===== config.mk =====
export PLATFORM = sky130hd
export DESIGN_NAME = mdu_iter
export DESIGN_NICKNAME = d
export VERILOG_FILES = /design/src/rtl/mdu_iter.sv
export SDC_FILE = /design/constraint.sdc
export NUM_CORES = 2
export LEC_CHECK = 0
export BUFFER_PORTS_ARGS = -buffer_cell sky130_fd_sc_hd__buf_2
export CORE_ASPECT_RATIO = 1.5
export CORE_MARGIN = 2
export CORE_UTILIZATION = 50
export DETAILED_ROUTE_END_ITERATION = 6
export GPL_TIMING_DRIVEN = 0
export PLACE_DENSITY = 0.77
export SLEW_MARGIN = 40
export SYNTH_ARGS = -nofsm -noshare
export SYNTH_HDL_FRONTEND = slang
export SYNTH_SLANG_ARGS = --single-unit

===== constraint.sdc =====
create_clock -name clk -period 29.6 [get_ports clk]
set_clock_uncertainty 0.05 [all_clocks]
set_input_delay 5.92 -clock clk [delete_from_list [all_inputs] [get_ports clk]]
set_output_delay 5.92 -clock clk [all_outputs]
set_load 0.01 [all_outputs]

===== src/rtl/mdu_iter.sv =====
// Iterative RV64M multiply/divide unit with a valid/ready handshake.
// Multiply is shift-add (or one-cycle when MUL_SEQ=0); divide is restoring radix-2.
// Divide-by-zero, signed overflow and illegal ops skip CALC and go straight to DONE.
module mdu_iter #(
    parameter int XLEN    = 64,
    parameter int MUL_SEQ = 1,
    parameter int TAG_W   = 5
) (
    input  logic             clk,
    input  logic             rst,
    input  logic             flush,
    input  logic             in_valid,
    output logic             in_ready,
    input  logic [3:0]       in_op,
    input  logic [XLEN-1:0]  in_src1,
    input  logic [XLEN-1:0]  in_src2,
    input  logic [TAG_W-1:0] in_tag,
    output logic             out_valid,
    input  logic             out_ready,
    output logic [XLEN-1:0]  out_result,
    output logic [TAG_W-1:0] out_tag,
    output logic             busy
);

    localparam int CW = $clog2(XLEN + 1);
    localparam logic [XLEN-1:0]   MINV = {1'b1, {(XLEN-1){1'b0}}};
    localparam logic [XLEN-1:0]   ONE  = XLEN'(1);
    localparam logic [2*XLEN-1:0] ONE2 = (2*XLEN)'(1);

    typedef enum logic [1:0] {IDLE, CALC, DONE} state_e;

    state_e              state_q, state_d;
    logic [3:0]          op_q, op_d;
    logic [TAG_W-1:0]    tag_q, tag_d;
    logic [2*XLEN-1:0]   acc_q, acc_d;    // product accumulator / remainder in low half
    logic [2*XLEN-1:0]   opa_q, opa_d;    // multiplicand (shifts left) / divisor in low half
    logic [XLEN-1:0]     opb_q, opb_d;    // multiplier (shifts right) / dividend->quotient
    logic [CW-1:0]       cnt_q, cnt_d;
    logic                neg_q, neg_d;    // negate product or quotient at the end
    logic                negrem_q, negrem_d;
    logic [XLEN-1:0]     res_q, res_d;

    function automatic logic [XLEN-1:0] sext32(input logic [31:0] v);
        logic [XLEN-1:0] r;
        r       = {XLEN{v[31]}};
        r[31:0] = v;
        return r;
    endfunction

    // Accept-side decode: operand magnitudes, signs, special cases, iteration count.
    logic            dec_w, dec_div, dec_s1, dec_s2, dec_illegal, dec_bypass;
    logic            dec_neg1, dec_neg2, dec_dz, dec_ovf;
    logic [31:0]     neg1_32, neg2_32;
    logic [XLEN-1:0] neg1_x, neg2_x, mag1, mag2, sx1, byp_res;
    logic [CW-1:0]   dec_k;

    // Decode the incoming request into magnitudes and bypass results.
    always_comb begin
        dec_w       = (XLEN == 64) && in_op[3];
        dec_illegal = (in_op[3] && (XLEN != 64)) || (in_op inside {4'd9, 4'd10, 4'd11});
        dec_div     = in_op[2];
        dec_s1      = in_op[2:0] inside {3'd1, 3'd2, 3'd4, 3'd6};
        dec_s2      = in_op[2:0] inside {3'd1, 3'd4, 3'd6};
        neg1_32     = ~in_src1[31:0] + 32'd1;
        neg2_32     = ~in_src2[31:0] + 32'd1;
        neg1_x      = ~in_src1 + ONE;
        neg2_x      = ~in_src2 + ONE;
        if (dec_w) begin
            dec_neg1 = dec_s1 && in_src1[31];
            dec_neg2 = dec_s2 && in_src2[31];
            mag1     = dec_neg1 ? XLEN'(neg1_32) : XLEN'(in_src1[31:0]);
            mag2     = dec_neg2 ? XLEN'(neg2_32) : XLEN'(in_src2[31:0]);
            sx1      = sext32(in_src1[31:0]);
            dec_dz   = dec_div && (in_src2[31:0] == 32'd0);
            dec_ovf  = dec_div && dec_s1 && (in_src1[31:0] == 32'h8000_0000)
                       && (in_src2[31:0] == 32'hFFFF_FFFF);
            dec_k    = CW'(32);
        end else begin
            dec_neg1 = dec_s1 && in_src1[XLEN-1];
            dec_neg2 = dec_s2 && in_src2[XLEN-1];
            mag1     = dec_neg1 ? neg1_x : in_src1;
            mag2     = dec_neg2 ? neg2_x : in_src2;
            sx1      = in_src1;
            dec_dz   = dec_div && (in_src2 == '0);
            dec_ovf  = dec_div && dec_s1 && (in_src1 == MINV) && (in_src2 == '1);
            dec_k    = CW'(XLEN);
        end
        if (!dec_div && (MUL_SEQ == 0)) dec_k = CW'(1);
        dec_bypass = dec_illegal || dec_dz || dec_ovf;
        byp_res    = '0;
        if (dec_illegal)  byp_res = '0;
        else if (dec_dz)  byp_res = in_op[1] ? sx1 : '1;
        else if (dec_ovf) byp_res = in_op[1] ? '0 : sx1;
    end

    // One CALC step plus the sign-corrected result it would produce if it were the last.
    logic              is_w_q;
    logic [2*XLEN-1:0] opb_wide, acc_n, opa_n, prod;
    logic [XLEN:0]     rs, diff;
    logic [XLEN-1:0]   rem_n, quo_n, opb_n, quo_s, rem_s, sel_s, fin_res;

    // Iteration datapath shared by multiply and divide.
    always_comb begin
        is_w_q   = (XLEN == 64) && op_q[3];
        opb_wide = (2*XLEN)'(opb_q);
        rs       = {acc_q[XLEN-1:0], opb_q[XLEN-1]};
        diff     = rs - {1'b0, opa_q[XLEN-1:0]};
        rem_n    = diff[XLEN] ? rs[XLEN-1:0] : diff[XLEN-1:0];
        quo_n    = {opb_q[XLEN-2:0], ~diff[XLEN]};
        if (op_q[2]) begin
            acc_n = (2*XLEN)'(rem_n);
            opa_n = opa_q;
            opb_n = quo_n;
        end else begin
            if (MUL_SEQ != 0) acc_n = acc_q + (opb_q[0] ? opa_q : '0);
            else              acc_n = opa_q * opb_wide;
            opa_n = opa_q << 1;
            opb_n = opb_q >> 1;
        end
        prod  = neg_q ? (~acc_n + ONE2) : acc_n;
        quo_s = neg_q ? (~quo_n + ONE) : quo_n;
        rem_s = negrem_q ? (~rem_n + ONE) : rem_n;
        if (op_q[2])               sel_s = op_q[1] ? rem_s : quo_s;
        else if (op_q[1:0] == 2'd0) sel_s = prod[XLEN-1:0];
        else                       sel_s = prod[2*XLEN-1:XLEN];
        fin_res = is_w_q ? sext32(sel_s[31:0]) : sel_s;
    end

    // Next-state logic; flush overrides every transition.
    always_comb begin
        state_d  = state_q;
        op_d     = op_q;
        tag_d    = tag_q;
        acc_d    = acc_q;
        opa_d    = opa_q;
        opb_d    = opb_q;
        cnt_d    = cnt_q;
        neg_d    = neg_q;
        negrem_d = negrem_q;
        res_d    = res_q;
        unique case (state_q)
            IDLE: begin
                if (in_valid && !flush) begin
                    op_d     = in_op;
                    tag_d    = in_tag;
                    neg_d    = dec_neg1 ^ dec_neg2;
                    negrem_d = dec_neg1;
                    acc_d    = '0;
                    cnt_d    = dec_k;
                    if (dec_div) begin
                        // W dividends sit in the top half so the divider always consumes from the MSB.
                        opa_d = (2*XLEN)'(mag2);
                        opb_d = dec_w ? (mag1 << 32) : mag1;
                    end else begin
                        opa_d = (2*XLEN)'(mag1);
                        opb_d = mag2;
                    end
                    if (dec_bypass) begin
                        res_d   = byp_res;
                        state_d = DONE;
                    end else begin
                        state_d = CALC;
                    end
                end
            end
            CALC: begin
                acc_d = acc_n;
                opa_d = opa_n;
                opb_d = opb_n;
                cnt_d = cnt_q - CW'(1);
                if (cnt_q == CW'(1)) begin
                    res_d   = fin_res;
                    state_d = DONE;
                end
            end
            DONE: begin
                if (out_ready) state_d = IDLE;
            end
            default: state_d = IDLE;
        endcase
        if (flush) state_d = IDLE;
    end

    // State and datapath registers.
    always_ff @(posedge clk or posedge rst) begin
        if (rst) begin
            state_q  <= IDLE;
            op_q     <= '0;
            tag_q    <= '0;
            acc_q    <= '0;
            opa_q    <= '0;
            opb_q    <= '0;
            cnt_q    <= '0;
            neg_q    <= 1'b0;
            negrem_q <= 1'b0;
            res_q    <= '0;
        end else begin
            state_q  <= state_d;
            op_q     <= op_d;
            tag_q    <= tag_d;
            acc_q    <= acc_d;
            opa_q    <= opa_d;
            opb_q    <= opb_d;
            cnt_q    <= cnt_d;
            neg_q    <= neg_d;
            negrem_q <= negrem_d;
            res_q    <= res_d;
        end
    end

    assign in_ready   = (state_q == IDLE);
    assign out_valid  = (state_q == DONE);
    assign busy       = (state_q != IDLE);
    assign out_result = res_q;
    assign out_tag    = tag_q;

endmodule


==> metrics, run 1 <==
# resized after CTS=0; share of the synthesized area in the top cell type=19.54%; CTS Buffer Depth=3; Congestion Overflow GR=1469; vias in the first global route=74510; die height=398.0 um; number of library cell types mapped by synthesis=121; DP HPWL=286500 um; Sink Count=404; Async S/R FF share, synth=100.0%; CTS Hold Buffers Added=0; # rows=144; synthesized flop and latch total=404; first-pass GRT wire length=616400 um; Synth area leader=dfrtp_1; Synth Warn #=0; IO Port Bufs=189; gr usage total=77.24%; outcome=did not finish; prevailing post-synth register cell=dfrtp_1; I/O pin cnt=214; Avg Cell Area, Syn=7.124 um2; DP Worst Slack=17990 ps; largest net degree at the start of global routing=83; Stopped at=global routing; Final Wtd Congestion=1.375; Initial Utilization=50.39%; CTS root buffer=clkbuf_16; EDFF count, synth=0; Cell Area, Placed=55460 um2; CTS Buf Count=45; Post-Syn Nets=7607; die width=266.7 um; postcts setup bufs=0; synthesized area=51750 um2; # H-tree levels=2; Err=[ERROR GRT-0116] Global routing finished with congestion. Check the congestion regions in the DRC Viewer.; top cells by area, synth=dfrtp_1 (20%), o21ai_0 (5.9%), a21oi_1 (5.9%); register area share after synthesis=19.54%; cells after synthesis=7264
==> metrics by stage <==
step / hold slack, ps / cells
floorplan: 406.3 / 7264
global placement: 409.1 / 8767
detailed placement: 414.6 / 8805
CTS: 430.0 / 8889
==> per-layer routing <==
metal,overflow,GRT usage (%)
met1,16,77.76
met2,949,95.37
met3,17,58.96
met4,483,78.40
met5,4,22.49
==> cells in the mapped netlist (99+ instances only) <==
cell type and number:
o211ai_1 190, nor3_1 208, a211oi_1 140, xor2_1 201
and2_1 110, a21oi_1 607, or3_1 111, clkbuf_1 414
ha_1 199, inv_1 144, mux2i_1 180, o31ai_1 104
nor2_1 803, o21ai_0 614, nand3_1 179, nand4_1 177
a22o_1 99, dfrtp_1 404, xnor2_1 262, nand2_1 740
==> logic make-up after synthesis <==
logic type	count (synthesis)	share of synthesized area, %
AND/OR/NAND/NOR	2789	26.36
AO/OA/AOI/OAI	2496	31.76
buffers and inverters	692	5.285
XOR/XNOR	463	7.836
flip-flops	404	19.54
multiplexers	219	4.337
adder cells (fa/ha/maj)	201	4.889
==> run 2: changes to the inputs <==
--- a/config.mk
+++ b/config.mk
@@ -6,12 +6,11 @@
 export NUM_CORES = 2
 export LEC_CHECK = 0
 export BUFFER_PORTS_ARGS = -buffer_cell sky130_fd_sc_hd__buf_2
-export CORE_ASPECT_RATIO = 1.5
 export CORE_MARGIN = 2
-export CORE_UTILIZATION = 50
+export CORE_UTILIZATION = 35
 export DETAILED_ROUTE_END_ITERATION = 6
 export GPL_TIMING_DRIVEN = 0
-export PLACE_DENSITY = 0.77
+export PLACE_DENSITY_LB_ADDON = 0.15
 export SLEW_MARGIN = 40
 export SYNTH_ARGS = -nofsm -noshare
 export SYNTH_HDL_FRONTEND = slang
==> metrics, run 2 <==
outcome=finished, violations left; failing checks=design-rule violations; top cells by area, synth=dfrtp_1 (20%), o21ai_0 (5.9%), a21oi_1 (5.9%); CP required=30050 ps; clock latency at the later pin of the worst-skew pair=700 ps; EDFF count, synth=0 (unchanged); Vias/cell=7.149; gr usage total=51.17%; met2 wire length=159900 um; via count=68330; die width=388.5 um (+46%); fin area=58710 um2; CTS tree=built; Synth Warn #=0 (unchanged); DP HPWL=331500 um (+16%); cells after synthesis=7264 (unchanged); Pleak=22.64 nW; setup violators final=0; Nets=7900; max_slew headroom=29.83%; # H-tree levels=2 (unchanged); WL final=403500 um; DP Worst Slack=17570 ps (-415.6 ps); multiplexer share of the synthesized area=4.337% (unchanged); Congestion Overflow GR=0; share of layout cells above drive strength 1=10.70%; largest family of logic cells by synthesized area=compound AO/OA/AOI/OAI gates; Worst Setup Start Kind=flop; Synth area leader=dfrtp_1; CP arrival=12900 ps; worst hold slack=431.5 ps; Detailed Routing Iterations Pass 1=7; final worst slack=17150 ps; Tcrit/Tclk final=42.07%; transition time of the tightest slew-check pin=1023 ps; CTS Hold Buffers Added=0 (unchanged); final hold violations=0; die height=388.5 um (-2.4%); I/O pin cnt=214 (unchanged); met1 WL=148400 um; # DRC=9; Initial Utilization=35.13% (-15 points); CP endpoint kind=flop; setup TNS=0 ps; area of the core=147300 um2; Avg Cell Area, Syn=7.124 um2 (unchanged); Post-Syn Nets=7607 (unchanged); Max-Cap Viols=0; Final Power=7.726 mW; CTS Buf Count=49 (+8.9%); Adder-Cell Fraction of Synth Area=4.889% (unchanged); Synth-to-Final Area Change=13.44%; drt initial violations=10870; worst hold path class=flop to flop; initial antenna violation count=41; # resized after CTS=0 (unchanged); top-count cell post-synth=nor2_1; metal3 WL=51320 um; synthesized flop and latch total=404 (unchanged); Async S/R FF share, synth=100.0% (unchanged); largest net degree at the start of global routing=72; WL/cell=42.22 um; die area=151000 um2; fmax=80.31 MHz; synthesized area=51750 um2 (unchanged); maximum vdd drop=0.09076 mV; biggest regs=acc_q (128), opa_q (128); Cell Area, Placed=56640 um2 (+2.1%); Pwr Density=131.6 nW/um2; RSZ-0062 raised after global routing=no; register area share after synthesis=19.54% (unchanged); Sink Count=404 (unchanged); clk slew on worst S/H paths=90 ps; IO Port Bufs=189 (unchanged); fin. max-slew vios=0; Synth Area in Compound Gates=31.76% (unchanged); r2r setup slk=17150 ps; postcts setup bufs=0 (unchanged); vias in the first global route=62380; CTS Buffer Depth=3 (unchanged); share of the synthesized area in the top cell type=19.54% (unchanged); post-synthesis simple-gate area fraction=26.36% (unchanged); top sig layer=met5; Final Wtd Congestion=1.154 (-16%); commonest non-fill, non-tap cell in the layout=nor2_1; CTS root buffer=clkbuf_16; prevailing post-synth register cell=dfrtp_1; Synth Area in XOR/XNOR=7.836% (unchanged); Crit Path Max Fanout=10; number of library cell types mapped by synthesis=121 (unchanged); Post-synth top cells=nor2_1 (803), nand2_1 (740), o21ai_0 (614); commonest non-fill, non-tap cells in the layout=nor2_1 (795), nand2_1 (739), a21oi_1 (602), o21ai_0 (602), dfrtp_1 (398); first-pass GRT wire length=536100 um; # rows=141 (-2.1%); DRT antenna net count=0; Final Critical Period=12450 ps; Setup Crit Path Kind=flop to flop
## run 2: cell counts after synthesis
No cell type changed its count.
## run 2: area by class of cell
type	instances	area (um2)
clock inverters	25	322.8
fillers	15740	88610
multi-input cells	6168	40010
well taps	1930	2415
inverters	150	570.5
repair buffers	242	1510
diodes	31	77.57
flip-flops and latches	404	10120
plain buffers	542	2285
clock buffers	66	1400
## run 2: power breakdown
| group | switching [mW] | internal [mW] |
|---|---|---|
| logic | 4.51 | 1.47 |
| clock network | 0.297 | 0.386 |
| registers | 0.376 | 0.687 |
| total | 5.19 | 2.54 |
## run 2: cell families after synthesis
logic type | after synthesis
AND/OR/NAND/NOR | 2789
AO/OA/AOI/OAI | 2496
buffers and inverters | 692
XOR/XNOR | 463
flip-flops | 404
multiplexers | 219
adder cells (fa/ha/maj) | 201
## run 2: per-layer routing
layer  GRT usage [%]  up-vias
met5          0.5742        -
met4           43.86       26
met3           18.51     1536
met2           72.21     5588
met1           61.19    33380
li1                -    27800
## run 2: per-stage QoR
stage | util [%] | std cells
2_1_floorplan | - | 7264
3_3_place_gp | 37.41 | 9383
3_5_place_dp | 38.45 | 9429
4_1_cts | 39.62 | 9520
5_1_grt | 39.80 | 9528
6_report | 39.85 | 9558
## run 2: final timing paths
kind	start	end	depth (start not counted)
min reg2reg	out_tag[1]	out_tag[1]	2
max	op_q[2]	out_result[18]	27
max reg2reg	op_q[2]	out_result[18]	27
min in group asynchronous	rst	acc_q[28]	2
max in group asynchronous	rst	out_tag[3]	5
min	out_tag[1]	out_tag[1]	2
## run 2: worst max-delay path, cell delays in order, from the launching register on
cell and delay [ps]:
dfrtp_1 330, clkbuf_1 450, clkbuf_1 710, buf_2 470, buf_2 460, buf_2 720, clkbuf_2 610, buf_1 670
buf_2 580, clkbuf_2 480, buf_2 700, clkbuf_2 540, buf_2 680, buf_1 310, buf_4 280, nand2_1 80
o21ai_0 220, ha_1 320, nand2_1 90, nor3_1 170, a221oi_1 150, nor4bb_2 760, nand3_1 380, a311oi_1 560
mux2i_1 270, o22ai_1 210, o31ai_1 760, nand3_1 180
Note: power is estimated with default switching activity, not from simulation.
